## config.mk

```make
export PLATFORM = sky130hd
export DESIGN_NAME = ifetch_queue_flat
export DESIGN_NICKNAME = d
export VERILOG_FILES = /design/src/rtl/ifetch_queue_if.sv /design/src/rtl/ifetch_queue.sv /design/src/flat_wrapper.sv
export SDC_FILE = /design/constraint.sdc
export NUM_CORES = 1
export LEC_CHECK = 0
export ABC_AREA = 1
export CORE_AREA = 8 8 174 176
export DETAILED_ROUTE_END_ITERATION = 7
export DIE_AREA = 0 0 182 184
export PLACE_DENSITY = 0.78
export SYNTH_ARGS = -nofsm -noshare
export SYNTH_HDL_FRONTEND = slang
export SYNTH_SLANG_ARGS = --single-unit
```

## constraint.sdc

```tcl
create_clock -name clk -period 2.55 [get_ports clk]
set_input_delay 0.3825 -clock clk [delete_from_list [all_inputs] [get_ports clk]]
set_output_delay 0.3825 -clock clk [all_outputs]
set_load 0.01 [all_outputs]
```

## src/rtl/ifetch_queue_if.sv

```systemverilog
// Instruction fetch queue bus: SRAM read port, execute redirect and decode handshake.
// master = fetch queue side, slave = SRAM/pipeline environment side.
interface ifetch_queue_if #(
   parameter int DEPTH = 4
);
   localparam int CW = $clog2(DEPTH) + 1;

   logic [31:0]   im_dataout;
   logic          im_cs;
   logic          im_oe;
   logic [3:0]    im_web;
   logic [13:0]   im_addr;
   logic [31:0]   im_datain;
   logic          redirect_valid;
   logic [31:0]   redirect_pc;
   logic          deq_ready;
   logic          inst_valid;
   logic [31:0]   inst;
   logic [31:0]   inst_pc;
   logic [CW-1:0] count;

   modport master (
      input  im_dataout,
      input  redirect_valid,
      input  redirect_pc,
      input  deq_ready,
      output im_cs,
      output im_oe,
      output im_web,
      output im_addr,
      output im_datain,
      output inst_valid,
      output inst,
      output inst_pc,
      output count
   );

   modport slave (
      output im_dataout,
      output redirect_valid,
      output redirect_pc,
      output deq_ready,
      input  im_cs,
      input  im_oe,
      input  im_web,
      input  im_addr,
      input  im_datain,
      input  inst_valid,
      input  inst,
      input  inst_pc,
      input  count
   );
endinterface

```

## src/rtl/ifetch_queue.sv

```systemverilog
// Instruction fetch queue: prefetches sequential words from a 1-cycle SRAM
// into a small circular buffer, flushed by execute-stage redirects.
module ifetch_queue #(
   parameter int          DEPTH    = 4,
   parameter logic [31:0] RESET_PC = 32'h0000_0000
) (
   input  logic           clk,
   input  logic           rst,
   ifetch_queue_if.master bus
);
   localparam int AW = $clog2(DEPTH);
   localparam int CW = AW + 1;

   logic [31:0]   fetch_pc_q, fetch_pc_d;
   logic          inflight_q, inflight_d;
   logic [31:0]   inflight_pc_q, inflight_pc_d;
   logic [AW-1:0] wptr_q, wptr_d;
   logic [AW-1:0] rptr_q, rptr_d;
   logic [CW-1:0] cnt_q, cnt_d;
   logic [31:0]   inst_q [DEPTH];
   logic [31:0]   pc_q   [DEPTH];

   logic [CW-1:0] credit;
   logic          issue;
   logic          enq;
   logic          deq;

   // Credit counts the inflight read so a returning word always has a free slot.
   always_comb begin
      credit = cnt_q + CW'(inflight_q);
      issue  = rst && !bus.redirect_valid && (credit < CW'(DEPTH));
      enq    = inflight_q && !bus.redirect_valid;
      deq    = (cnt_q != '0) && bus.deq_ready;

      fetch_pc_d    = fetch_pc_q;
      inflight_d    = issue;
      inflight_pc_d = inflight_pc_q;
      wptr_d        = wptr_q;
      rptr_d        = rptr_q;
      cnt_d         = cnt_q;

      if (bus.redirect_valid) begin
         fetch_pc_d = bus.redirect_pc & ~32'h3;
         wptr_d     = '0;
         rptr_d     = '0;
         cnt_d      = '0;
      end else begin
         if (issue) begin
            inflight_pc_d = fetch_pc_q;
            fetch_pc_d    = fetch_pc_q + 32'd4;
         end
         if (enq) wptr_d = wptr_q + 1'b1;
         if (deq) rptr_d = rptr_q + 1'b1;
         case ({enq, deq})
            2'b10:   cnt_d = cnt_q + 1'b1;
            2'b01:   cnt_d = cnt_q - 1'b1;
            default: cnt_d = cnt_q;
         endcase
      end
   end

   always_ff @(posedge clk or negedge rst) begin
      if (!rst) begin
         fetch_pc_q    <= RESET_PC;
         inflight_q    <= 1'b0;
         inflight_pc_q <= '0;
         wptr_q        <= '0;
         rptr_q        <= '0;
         cnt_q         <= '0;
         for (int i = 0; i < DEPTH; i++) begin
            inst_q[i] <= '0;
            pc_q[i]   <= '0;
         end
      end else begin
         fetch_pc_q    <= fetch_pc_d;
         inflight_q    <= inflight_d;
         inflight_pc_q <= inflight_pc_d;
         wptr_q        <= wptr_d;
         rptr_q        <= rptr_d;
         cnt_q         <= cnt_d;
         if (enq) begin
            inst_q[wptr_q] <= bus.im_dataout;
            pc_q[wptr_q]   <= inflight_pc_q;
         end
      end
   end

   assign bus.im_cs      = issue;
   assign bus.im_oe      = 1'b1;
   assign bus.im_web     = 4'b1111;
   assign bus.im_addr    = fetch_pc_q[15:2];
   assign bus.im_datain  = '0;
   assign bus.inst_valid = (cnt_q != '0);
   assign bus.inst       = inst_q[rptr_q];
   assign bus.inst_pc    = pc_q[rptr_q];
   assign bus.count      = cnt_q;
endmodule

```

## src/flat_wrapper.sv

```systemverilog
// flat-port wrapper written by rule: the top's interface ports become plain ports
module ifetch_queue_flat 
#(
   parameter int          DEPTH    = 4,
   parameter logic [31:0] RESET_PC = 32'h0000_0000
)
  (clk, rst, bus_im_dataout, bus_redirect_valid, bus_redirect_pc, bus_deq_ready, bus_im_cs, bus_im_oe, bus_im_web, bus_im_addr, bus_im_datain, bus_inst_valid, bus_inst, bus_inst_pc, bus_count);
  ifetch_queue_if #(.DEPTH(DEPTH)) bus_i ();
  input  logic clk;
  input  logic rst;
  input wire logic [$bits(bus_i.im_dataout)-1:0] bus_im_dataout;
  input wire logic [$bits(bus_i.redirect_valid)-1:0] bus_redirect_valid;
  input wire logic [$bits(bus_i.redirect_pc)-1:0] bus_redirect_pc;
  input wire logic [$bits(bus_i.deq_ready)-1:0] bus_deq_ready;
  output wire logic [$bits(bus_i.im_cs)-1:0] bus_im_cs;
  output wire logic [$bits(bus_i.im_oe)-1:0] bus_im_oe;
  output wire logic [$bits(bus_i.im_web)-1:0] bus_im_web;
  output wire logic [$bits(bus_i.im_addr)-1:0] bus_im_addr;
  output wire logic [$bits(bus_i.im_datain)-1:0] bus_im_datain;
  output wire logic [$bits(bus_i.inst_valid)-1:0] bus_inst_valid;
  output wire logic [$bits(bus_i.inst)-1:0] bus_inst;
  output wire logic [$bits(bus_i.inst_pc)-1:0] bus_inst_pc;
  output wire logic [$bits(bus_i.count)-1:0] bus_count;
  assign bus_i.im_dataout = bus_im_dataout;
  assign bus_i.redirect_valid = bus_redirect_valid;
  assign bus_i.redirect_pc = bus_redirect_pc;
  assign bus_i.deq_ready = bus_deq_ready;
  assign bus_im_cs = bus_i.im_cs;
  assign bus_im_oe = bus_i.im_oe;
  assign bus_im_web = bus_i.im_web;
  assign bus_im_addr = bus_i.im_addr;
  assign bus_im_datain = bus_i.im_datain;
  assign bus_inst_valid = bus_i.inst_valid;
  assign bus_inst = bus_i.inst;
  assign bus_inst_pc = bus_i.inst_pc;
  assign bus_count = bus_i.count;
  ifetch_queue #(.DEPTH(DEPTH), .RESET_PC(RESET_PC)) u_core (.clk(clk), .rst(rst), .bus(bus_i));
endmodule
```

Word-level counts from Yosys, hierarchy flattened
Index checks and enable logic that the tools add are counted.
- equality and inequality tests: 2
- reduce and logical (&&, ||, !) cells: 12
- $add $sub $neg: 6
- muxes and demuxes: 18
- order comparisons: 4
- bitwise logic cells: 3
- operator list (operator ; number):
    $bwmux 128 ; 2
    $mux 32 ; 7
    $bmux 32 s2 ; 2
    $demux 32 s2 ; 1
    $add 32x3->32 const B ; 1
    $mux 2 ; 4
    $ge 3x3->1 const B ; 2
    $not 2->3 ; 2
    $pmux 3 s2 ; 1
    $reduce_bool 2->1 ; 3
    $reduce_bool 3->1 ; 2
    $logic_and 1x1->1 ; 5
    $add 2x1->2 const B ; 2
    $add 3x1->3 ; 1
    $add 3x1->3 const B ; 1
    $lt 3x1->1 const B ; 1
    $lt 3x3->1 const B ; 1
    $mux 3 ; 1
    $sub 3x1->3 const B ; 1
    $eq 2x1->1 const B ; 1
    $eq 2x2->1 const B ; 1
    $reduce_and 2->1 ; 1
    $logic_not 1->1 ; 1
    $not 1->1 ; 1
- word-level logic and storage cells: 59
- input bits: 68
- register bits after elaboration: 328
- output and inout bits: 120

Logic depth before layout (Yosys ltp)
- depth after elaboration: 6
- mapped depth: 10
- gate-level depth less buffers: 9

Worst setup path before layout
Ideal clock, no wire load.
- kind: reg2reg
- from: reg u_core.cnt_q[0] (netlist: u_core.bus.count[0])
- to: reg u_core.cnt_q[2] (netlist: u_core.bus.count[2])
- path buffers: 0
- clock period less this slack: 1.860 ns
- required time: 2.433 ns
- stages on the path, launching flop included: 10
- setup time: 0.117 ns
- slack: 0.690 ns
- arrival: 1.743 ns
- path through: dfrtp_1 > inv_1 > nand3_1 > nand3_1 > inv_1 > fa_1 > xnor2_1 > xor2_1 > nand2_1 > nand2_1
- cells in the longest elaborated chain, start to end: 5
- elaborated cells on any way between the ends: 9
- classes of those cells: 2 x add/sub; 2 x eq/ne; 2 x mux; 3 x reduce/logical
- ends and longest elaborated chain (what ; RTL line ; text):
    from (decl) ; ifetch_queue.sv:19 ; logic [CW-1:0] cnt_q, cnt_d;
    from (signal assigned) ; ifetch_queue.sv:80 ; cnt_q <= cnt_d;
    $reduce_bool 3->1 * ; -- ;
    via bus_inst_valid ; flat_wrapper.sv:20 ; output wire logic [$bits(bus_i.inst_valid)-1:0] bus_inst_valid;
    $logic_and 1x1->1 * ; ifetch_queue.sv:33 ; deq = (cnt_q != '0) && bus.deq_ready;
    $eq 2x1->1 or $eq 2x2->1 (tied branches) ; ifetch_queue.sv:54 ; case ({enq, deq})
    $pmux 3 s2 ; ifetch_queue.sv:54 ;
    $mux 3 ; ifetch_queue.sv:42 ; if (bus.redirect_valid) begin
The timed path passes the listed nets; every way through them passes the cells marked *.
A chain may end at the register's enable or synchronous reset.

Final worst setup path
- from: reg u_core.rptr_q[0]
- to: out bus_inst[13]
- cells in the longest elaborated chain, start to end: 4
- ends and longest elaborated chain (what ; RTL line ; text):
    from (decl) ; ifetch_queue.sv:18 ; logic [AW-1:0] rptr_q, rptr_d;
    from (signal assigned) ; ifetch_queue.sv:79 ; rptr_q <= rptr_d;
    $not 2->3 (not written as such) ; ifetch_queue.sv:94 ; assign bus.inst = inst_q[rptr_q];
    $bmux 32 s2 ; ifetch_queue.sv:94 ;
    $mux 32 (not written as such) (2 in series) ; ifetch_queue.sv:94 ;
    to (decl) ; flat_wrapper.sv:21 ; output wire logic [$bits(bus_i.inst)-1:0] bus_inst;
Every way passes these cells. The select of a mux whose other input is x is not followed.

==> out/metrics.cfg <==
[status]
status=finished, violations left
violations=negative hold slack

[cells_and_area]
drive_gt1_share_pct=6.362
final_nets=1952
multi_input_area_um2=5574
antenna-diode-count=0
area_growth_syn_to_layout_pct=18.02
final_util_pct=63.62
fillCellCount=2326
regArea_um2=7913

[drt]
wl_per_cell_um=16.56
drc=0
routed_wl_um=37230
vias=12360
postRouteAntennaNets=0
vias_per_cell=5.497
dr.pass1.iters=7
drt-initial-drc-count=1190

[timing]
post-route-min-period_ps=2525
fmax_ghz=0.3961
maxSlewViolCount=0
min_period_over_period_pct=99.00
rsz0062_at_grt=yes
hold_ws_ps=-22.72
fin_worst_skew_ps=13.14
timing.setup.tns_ps=0
hold_viol=8
tightest_slew_ps=1020
setup_violations=0
slew_headroom_pct=31.98

[setup_path]
worstPathArrival_ps=2140
worstSetupEndpointType=output pin
path_delay_family=buffers and inverters
critPathKind=flip-flop to output pin
crit_slowest_cell=dfrtp_4
path_cells=buf_16, bufbuf_16, o21ai_0, o22ai_1, dlygate4sd2_1
critical_path.max_fanout=23
start_kind=flip-flop
slowest_delay_ps=530
crit_buf_inv=3
required_ps=2170

[run]
cap_viol_max_count=0

[yosys]
synthTopCellsByCount=nand2_1 (442), o21ai_0 (366), dfrtp_1 (316)
async_flop_share_pct=100.0
synthMostInstantiatedCell=nand2_1
avgSynthCellArea_um2=8.283
synth_top_area_share_pct=53.39
ys.flop_type=dfrtp_1
synth_area_um2=14810
yosysSeqAreaShare_pct=53.39
synth_cell_types=29
ys_ff_latch=316
yosysTopAreaCell=dfrtp_1
synthCells=1788
ys_warn_count=0
synth_area_leaders=dfrtp_1 (53%), o21ai_0 (12%), nand2_1 (11%), nor2_1 (4.0%), inv_1 (2.9%)
synth_edf_count=0

[floorplan]
core_area_um2=27480
ios=188
die_width_um=182
die_y_um=184
die_area_um2=33490
start_util_pct=53.90
num_rows=61

[power]
combPwrFrac_pct=34.7
leakage_uw=0.008497
clkPwrFrac_pct=26.7
p_int_uw=12390
powerDensity_nw_per_um2=1090
p_switching_uw=6665
vdd_drop_max_mv=0.4691
power_frac_seq_pct=38.6
switching_share_pct=34.98

[cts]
cts.clk_slew.worst_paths_ps=60
tritoncts=yes
hold_buffers=0
htree_levels=2
clock_path_buffers=3
cts.sinks=316
clk_latency_ps=510
cts_buffers=35
root_buffer=clkbuf_16

[placement]
dpl.hpwl_um=21900
place.gp.congestion=0.8568
port_buffers=146

[grt]
antenna_found_initial=0
globalRouteTotalUtil_pct=22.08
grt_pass1_wl_um=61080
grt.overflow.total=0
grt_max_degree=187
grt_pass1_vias=12070

[min_path]
hold_path_class=input pin to async pin

-- final cells by class --
| class | instances | area share, % |
|---|---|---|
| clock buffer | 48 | 5.877 |
| clock inverter | 13 | 0.8447 |
| inverter | 122 | 2.706 |
| multi-input combinational | 1225 | 31.89 |
| sequential | 316 | 45.27 |
| tap | 346 | 2.477 |
| timing repair buffer | 178 | 10.94 |
-- routing by layer --
layer	track usage [%]	up-vias	part of all wire [%]
met2	35.64	507	46
li1	-	5928	-
met3	4.348	66	7.4
met1	29.63	5857	44
met5	0	-	0
met4	7.281	0	2.5
-- cells by family (layout without fill, tap and decap cells) --
family          after synthesis  in the layout  share of synthesized area (%)
compound gates              486            486                          17.02
xor+xnor                      7              7                         0.4140
fa+ha+maj                     6              6                         0.5576
buf+inv                     284            361                          10.21
flops                       316            316                          53.39
other cells                   2             39                        0.05071
simple gates                687            687                          18.35
-- cell usage in the layout (no fill, tap or decap), types with 4 or more instances in the layout --
cell type | netlist | routed
inv_2 | 5 | 5
conb_1 | 2 | 39
clkinv_2 | 0 | 7
nand2_1 | 442 | 442
buf_12 | 0 | 10
clkbuf_1 | 59 | 5
o21ai_1 | 50 | 58
o22ai_1 | 62 | 58
dlygate4sd2_1 | 0 | 59
nand2_4 | 0 | 4
nand2_2 | 8 | 4
a21oi_1 | 4 | 4
nor2_1 | 157 | 157
bufbuf_16 | 0 | 4
ha_1 | 5 | 5
buf_4 | 56 | 14
dfrtp_1 | 316 | 314
o21ai_0 | 366 | 358
o22ai_2 | 0 | 4
nand3_1 | 68 | 68
nor2_2 | 7 | 7
clkbuf_16 | 0 | 37
xor2_1 | 4 | 4
clkdlybuf4s50_1 | 0 | 83
clkbuf_8 | 0 | 6
inv_1 | 115 | 115
-- power by group through the flow --
stage	clock [uW]	sequential (uW)	combinational, uW
finish	5090	7350	6610
global route	5360	7520	7390
CTS	5180	7310	6660
detailed placement	0	7360	6760
global placement	0	7310	6610
floorplan	0	7120	3810
-- metrics by stage --
stage	total power, uW	setup WS, ps	instances	hold WS, ps	area [um2]
2_1_floorplan	10940	690.0	1825	86.91	14950
3_3_place_gp	13920	231.7	2181	460.5	16170
3_5_place_dp	14120	215.1	2181	468.6	16170
4_1_cts	19150	-28.51	2248	50.65	17490
5_1_grt	20270	-30.74	2248	80.62	17480
6_report	19050	25.39	2248	-22.72	17480
-- final timing paths --
check	startpoint	to	slack [ps]	cells after the start
worst max-delay path	u_core.rptr_q[0]$_DFFE_PN0P_	bus_inst[13]	30	5
min in group clk	bus_redirect_pc[8]	u_core.fetch_pc_q[8]$_DFFE_PN0P_	430	3
worst min register to register	u_core.inst_q[33]$_DFFE_PN0P_	u_core.inst_q[33]$_DFFE_PN0P_	480	2
worst max register to register	u_core.bus.count[0]$_DFFE_PN0P_	u_core.bus.count[2]$_DFFE_PN0P_	450	9
max in group asynchronous	rst	u_core.rptr_q[0]$_DFFE_PN0P_	1620	2
worst min-delay path	rst	u_core.inst_q[60]$_DFFE_PN0P_	-20	2
-- what timing repair did --
item                                   4_1_cts  5_1_grt
pin swaps                                    1        1
endpoints found under the hold margin        0        0
resized for setup                           72       13
buffers inserted                             1        0
setup endpoints to repair                   62       15
cloned                                       5        0
-- state kept, by name (all words and copies together) (netlist names) --
| signal | count |
|---|---|
| u_core.inflight_pc_q | 30 |
| u_core.inst_q | 128 |
| u_core.inflight_q | 1 |
| u_core.pc_q | 120 |
| u_core.bus.count | 3 |
| u_core.wptr_q | 2 |
| u_core.fetch_pc_q | 30 |
| u_core.rptr_q | 2 |
-- worst register-to-register path, stage by stage (launching register included) --
cell	delay, ps
dfrtp_1	450
inv_1	120
nand3_1	220
nand3_1	250
inv_1	100
fa_1	410
xnor2_1	200
xor2_1	160
nand2_1	70
nand2_1	60
Power figures use the tool's default switching activity.
